--- src/rtl/uart_rx_oversampler.sv ---
// 16x-oversampling 8N1 UART receive front-end with 2-of-3 majority sampling,
// false-start rejection, framing-error and line-break detection.
module uart_rx_oversampler #(
   parameter int CLK_FREQ   = 10000000,
   parameter int BAUD       = 9600,
   parameter int OVERSAMPLE = 16
) (
   input  logic       clk,
   input  logic       rst_n,
   input  logic       i_rx,
   output logic [7:0] o_data,
   output logic       o_valid,
   output logic       o_frame_err,
   output logic       o_break,
   output logic       o_busy
);

   localparam int DIV = CLK_FREQ / (BAUD * OVERSAMPLE);
   localparam int H   = OVERSAMPLE / 2;
   localparam int PW  = (DIV > 1) ? $clog2(DIV) : 1;
   localparam int SW  = $clog2(OVERSAMPLE);

   localparam logic [PW-1:0] PS_LAST   = PW'(DIV - 1);
   localparam logic [SW-1:0] SC_LAST   = SW'(OVERSAMPLE - 1);
   localparam logic [SW-1:0] SC_VOTE0  = SW'(H - 1);
   localparam logic [SW-1:0] SC_VOTE1  = SW'(H);
   localparam logic [SW-1:0] SC_DECIDE = SW'(H + 1);

   generate
      if (DIV < 2) begin : g_badDiv
         $error("uart_rx_oversampler: clock too slow for BAUD*OVERSAMPLE (DIV < 2)");
      end
      if (OVERSAMPLE < 8) begin : g_badOversample
         $error("uart_rx_oversampler: OVERSAMPLE must be at least 8");
      end
   endgenerate

   typedef enum logic [2:0] {
      S_IDLE,
      S_START,
      S_DATA,
      S_STOP,
      S_WAIT_IDLE
   } state_t;

   state_t        r_state;
   state_t        w_nextState;

   logic          r_rxMeta;
   logic          r_rxSync;
   logic [PW-1:0] r_prescale;
   logic [SW-1:0] r_sampleCnt;
   logic [2:0]    r_bitIdx;
   logic          r_vote0;
   logic          r_vote1;
   logic [7:0]    r_shiftReg;
   logic [7:0]    r_data;
   logic          r_valid;
   logic          r_frameErr;
   logic          r_break;

   logic          w_counting;
   logic          w_tick;
   logic          w_wrap;
   logic          w_decide;
   logic          w_bit;
   logic          w_startFrame;
   logic          w_shiftEn;
   logic          w_validNext;
   logic          w_frameErrNext;
   logic          w_breakNext;

   // Prescaler and sample counter only run while a frame is being received
   assign w_counting = (r_state == S_START) || (r_state == S_DATA) || (r_state == S_STOP);
   assign w_tick     = w_counting && (r_prescale == PS_LAST);
   assign w_wrap     = w_tick && (r_sampleCnt == SC_LAST);
   assign w_decide   = w_tick && (r_sampleCnt == SC_DECIDE);

   // The third vote is the live synchronised sample at the decision tick
   assign w_bit = (r_vote0 & r_vote1) | (r_vote0 & r_rxSync) | (r_vote1 & r_rxSync);

   always_ff @(posedge clk) begin
      if (!rst_n) begin
         r_state <= S_IDLE;
      end else begin
         r_state <= w_nextState;
      end
   end

   always_comb begin
      w_nextState    = r_state;
      w_startFrame   = 1'b0;
      w_shiftEn      = 1'b0;
      w_validNext    = 1'b0;
      w_frameErrNext = 1'b0;
      w_breakNext    = 1'b0;
      case (r_state)
         S_IDLE: begin
            if (!r_rxSync) begin
               w_nextState  = S_START;
               w_startFrame = 1'b1;
            end
         end
         S_START: begin
            if (w_decide && w_bit) begin
               w_nextState = S_IDLE;
            end else if (w_wrap) begin
               w_nextState = S_DATA;
            end
         end
         S_DATA: begin
            w_shiftEn = w_decide;
            if (w_wrap && (r_bitIdx == 3'd7)) begin
               w_nextState = S_STOP;
            end
         end
         S_STOP: begin
            // Leave at the stop-bit decision so a following start bit is not missed
            if (w_decide) begin
               if (w_bit) begin
                  w_validNext = 1'b1;
                  w_nextState = S_IDLE;
               end else if (r_shiftReg != 8'h00) begin
                  w_frameErrNext = 1'b1;
                  w_nextState    = S_WAIT_IDLE;
               end else begin
                  w_breakNext = 1'b1;
                  w_nextState = S_WAIT_IDLE;
               end
            end
         end
         S_WAIT_IDLE: begin
            if (r_rxSync) begin
               w_nextState = S_IDLE;
            end
         end
         default: begin
            w_nextState = S_IDLE;
         end
      endcase
   end

   // Synchroniser, bit timing, vote capture, shift register and output strobes
   always_ff @(posedge clk) begin
      if (!rst_n) begin
         r_rxMeta    <= 1'b1;
         r_rxSync    <= 1'b1;
         r_prescale  <= '0;
         r_sampleCnt <= '0;
         r_bitIdx    <= 3'd0;
         r_vote0     <= 1'b1;
         r_vote1     <= 1'b1;
         r_shiftReg  <= 8'h00;
         r_data      <= 8'h00;
         r_valid     <= 1'b0;
         r_frameErr  <= 1'b0;
         r_break     <= 1'b0;
      end else begin
         r_rxMeta <= i_rx;
         r_rxSync <= r_rxMeta;

         if (w_startFrame) begin
            r_prescale  <= '0;
            r_sampleCnt <= '0;
            r_bitIdx    <= 3'd0;
         end else if (w_counting) begin
            r_prescale <= w_tick ? '0 : r_prescale + PW'(1);
            if (w_tick) begin
               r_sampleCnt <= (r_sampleCnt == SC_LAST) ? '0 : r_sampleCnt + SW'(1);
               if (r_sampleCnt == SC_VOTE0) begin
                  r_vote0 <= r_rxSync;
               end
               if (r_sampleCnt == SC_VOTE1) begin
                  r_vote1 <= r_rxSync;
               end
               if (w_wrap && (r_state == S_DATA)) begin
                  r_bitIdx <= r_bitIdx + 3'd1;
               end
            end
         end

         if (w_shiftEn) begin
            r_shiftReg <= {w_bit, r_shiftReg[7:1]};
         end

         r_valid    <= w_validNext;
         r_frameErr <= w_frameErrNext;
         r_break    <= w_breakNext;
         if (w_validNext) begin
            r_data <= r_shiftReg;
         end
      end
   end

   assign o_data      = r_data;
   assign o_valid     = r_valid;
   assign o_frame_err = r_frameErr;
   assign o_break     = r_break;
   assign o_busy      = (r_state != S_IDLE);

endmodule

--- config.mk ---
export PLATFORM = sky130hd
export DESIGN_NAME = uart_rx_oversampler
export DESIGN_NICKNAME = d
export VERILOG_FILES = /design/src/rtl/uart_rx_oversampler.sv
export SDC_FILE = /design/constraint.sdc
export NUM_CORES = 1
export LEC_CHECK = 0
export ABC_AREA = 1
export CAP_MARGIN = 20
export CORE_MARGIN = 10
export CORE_UTILIZATION = 25
export CTS_BUF_LIST = sky130_fd_sc_hd__clkbuf_8 sky130_fd_sc_hd__clkbuf_16
export CTS_CLUSTER_SIZE = 8
export DETAILED_ROUTE_END_ITERATION = 6
export GPL_TIMING_DRIVEN = 0
export PLACE_DENSITY = 0.46
export SYNTH_ARGS = -nofsm -noshare
export SYNTH_HDL_FRONTEND = slang
export SYNTH_SLANG_ARGS = --single-unit
--- constraint.sdc ---
create_clock -name clk -period 3.9 [get_ports clk]
set_input_delay 0.39 -clock clk [delete_from_list [all_inputs] [get_ports clk]]
set_output_delay 0.39 -clock clk [all_outputs]
set_load 0.03 [all_outputs]
==> run summary <==
CTS Root Cell: clkbuf_8
Slew headroom: 0.696
Diodes inserted: 0
min-delay src: r_rxMeta$_SDFF_PN1_
post_cts resized: 0
Seq/Total Area, Yosys: 0.440
Reg power frac: 0.476
hold depth: 1
clk_lat worst skew: 0.29 ns
Num CTS Buffers: 5
placed instance area: 0.00208 mm²
worst path cell trace: inv_1 > nand2_1 > clkdlybuf4s50_1
Post-CTS Setup Bufs: 0
FP Rows: 31
Yosys reg bits: 40
Max VDD drop: 136 µV
Clock Tree Buf Depth: 2
reg2reg setup slack: 2.19 ns
crit-path max cell delay: 0.67 ns
critical path peak fanout: 7
Routed WL: 3590 µm
CTS tree: yes
PD cells: 449 mW/mm²
hold crit path type: register to register
IO Count: 15
post-synth cell types: 34
status: finished, final reports clean
vias per std cell: 4.13
Fmax: 0.489 GHz
most common library cells after synthesis: dfxtp_1, nand2_1, nor2_1, inv_1, a21oi_1
WS Path Type: register to primary output
final-report setup violation count: 0
Startpoint Class: register
Setup TNS: 0 ns
Hold EP: r_rxSync$_SDFF_PN1_
worst slew pin tran: 0.456 ns
full die area: 0.0111 mm²
Comb pwr share: 0.255
simple-gate share of the synthesized area: 0.295
vias in the first global route: 1365
r2r startpoint: r_sampleCnt[0]$_SDFFE_PP0P_
HPWL Detailed: 2750 µm
Synth-to-Final Area Change: 18.4%
Min Hold Slack: 0.414 ns
Post-Syn Nets: 241
Horiz. Die Dim: 105 µm
GRT Total Usage: 0.0692
Sink Count: 40
P_leak: 0.853 nW
H-tree levels: 2
Gate Count Post-Synth: 231
Antenna Nets Post-Route: 0
internal power: 0.000637 W
Reg2Reg Depth: 9
Final GP Congestion: 0.812
nets: 261
DR iter-0 viols: 45
final core occ: 0.301
Switching Fraction: 0.343
clk_skew: 0.00779 ns
first-pass GRT wire length: 6440 µm
DRC: 0
clock power share: 0.269
Slowest cell on crit path: clkdlybuf4s50_1
Synth async-reset ratio: 0
largest net degree at the start of global routing: 13
number of I/O port buffers: 13
final period utilization: 0.524
post-synth top area cell: dfxtp_1
RSZ-0062 raised after global routing: false
Post-synth EDFFs: 0
Syn. warnings: 0
Syn Area/Cell: 7.89 µm²
WP data required: 3.51 ns
Finished Layout Cells: 350
via count: 1447
count leader, synth: dfxtp_1
maxcap violations: 0
Net Sw Power: 0.000332 W
final hold vios: 0
Worst EP arrival: 1.65 ns
Setup crit end kind: primary output
reg-to-reg endpoint: r_shiftReg[6]$_SDFFE_PN0P_
Synth Area in XOR/XNOR: 0.00962
placeable core area: 0.00718 mm²
top post-synthesis cells by area: dfxtp_1, nand2_1, a21oi_1, nor2_1, inv_1
routed len/inst: 10.3 µm
total congestion overflow: 0
largest family of logic cells by synthesized area: simple AND/OR/NAND/NOR gates
final instance area: 0.00216 mm²
placed cell count: 343
Synth Area in Compound Gates: 0.135
CTS Hold Bufs: 0
Max Slew Vio Count: 0
Yosys top cell area share: 0.440
Synth Area in Adders: 0.0481
ys flop type: dfxtp_1
antenna violations before repair: 0
die height: 105 µm
CTS clock-pin slew for the worst setup and hold paths: 0.07 ns
post-synthesis mux area share: 0
initial cell density of the core: 0.254
cell area after synthesis: 0.00182 mm²
fraction of layout cells with a size suffix above 1: 0.120
router iterations before antenna repair: 4
min cycle time layout: 2.04 ns
-- per-stage QoR --
stage               total power [W]  worst slack (ns)
global route                0.00104              1.73
finish                     0.000969              1.86
floorplan                  0.000665              2.41
detailed placement         0.000721              2.12
global placement           0.000723              2.14
CTS                        0.000988              1.82
-- registers in the layout, summed over array words and instances (netlist names) --
signal and count:
r_vote1 1, r_rxMeta 1, r_prescale 7, r_vote0 1, o_valid 1, o_frame_err 1
o_break 1, r_state 3, o_data 8, r_shiftReg 8, r_sampleCnt 4, r_bitIdx 3
r_rxSync 1
-- cell type report --
type                       instances  area (µm²)
multi-input combinational        159         887
tap                               99         124
fill                             781        5020
timing repair buffer              13         130
clock inverter                     2        12.5
clock buffer                       5        68.8
buffer                             5        32.5
sequential                        40         801
inverter                          27         101
-- per-layer routing --
metal | wire [µm] | up-vias | track usage
met3 | 128 | 6 | 0.0183
li1 | - | 803 | -
met5 | 0 | - | 0
met1 | 1940 | 621 | 0.0960
met4 | 79 | 0 | 0.0324
met2 | 1440 | 17 | 0.0964
-- cells by family after synthesis --
kind of cell | count (synthesis)
buffers and inverters | 32
XOR/XNOR | 2
AO/OA/AOI/OAI | 45
AND/OR/NAND/NOR | 105
flip-flops | 40
adder cells (fa/ha/maj) | 7
-- power groups by stage --
stage | clock network [W] | logic (W) | registers (W)
floorplan | 0 | 0.000200 | 0.000464
global route | 0.000290 | 0.000285 | 0.000468
finish | 0.000260 | 0.000248 | 0.000461
CTS | 0.000275 | 0.000251 | 0.000461
detailed placement | 0 | 0.000251 | 0.000471
global placement | 0 | 0.000251 | 0.000472
-- critical path, delay by kind of cell (launching register included) --
kind                   cells  cell delay (ns)
flip-flops                 1             0.50
AND/OR/NAND/NOR            1             0.09
buffers and inverters      2             0.78
-- cell usage in the layout, fill, tap and decap left out, drive strengths merged --
| cell type | n |
|---|---|
| a211oi | 2 |
| a21oi | 24 |
| a31oi | 1 |
| a41oi | 1 |
| and2 | 1 |
| buf | 4 |
| clkbuf | 6 |
| clkdlybuf4s50 | 13 |
| clkinv | 1 |
| clkinvlp | 1 |
| dfxtp | 40 |
| ha | 7 |
| inv | 27 |
| nand2 | 39 |
| nand3 | 16 |
| nand4 | 6 |
| nor2 | 33 |
| nor3 | 5 |
| nor3b | 2 |
| o21a | 1 |
| o21ai | 15 |
| o32ai | 1 |
| or2 | 3 |
| xor2 | 2 |
-- worst max path at each step --
| stage | slack [ns] | cells after the start | end | startpoint |
|---|---|---|---|---|
| 4_1_cts | 1.82 | 3 | o_busy | r_state[2]$_SDFFE_PN0P_ |
| 6_report | 1.86 | 3 | o_busy | r_state[2]$_SDFFE_PN0P_ |
| 2_1_floorplan | 2.41 | 10 | r_shiftReg[5]$_SDFFE_PN0P_ | r_sampleCnt[1]$_SDFFE_PP0P_ |
| 3_3_place_gp | 2.14 | 3 | o_busy | r_state[2]$_SDFFE_PN0P_ |
| 5_1_grt | 1.73 | 3 | o_busy | r_state[2]$_SDFFE_PN0P_ |
| 3_5_place_dp | 2.12 | 6 | r_prescale[5]$_SDFFE_PP0P_ | rst_n |
Note: power is estimated with default switching activity, not from simulation.
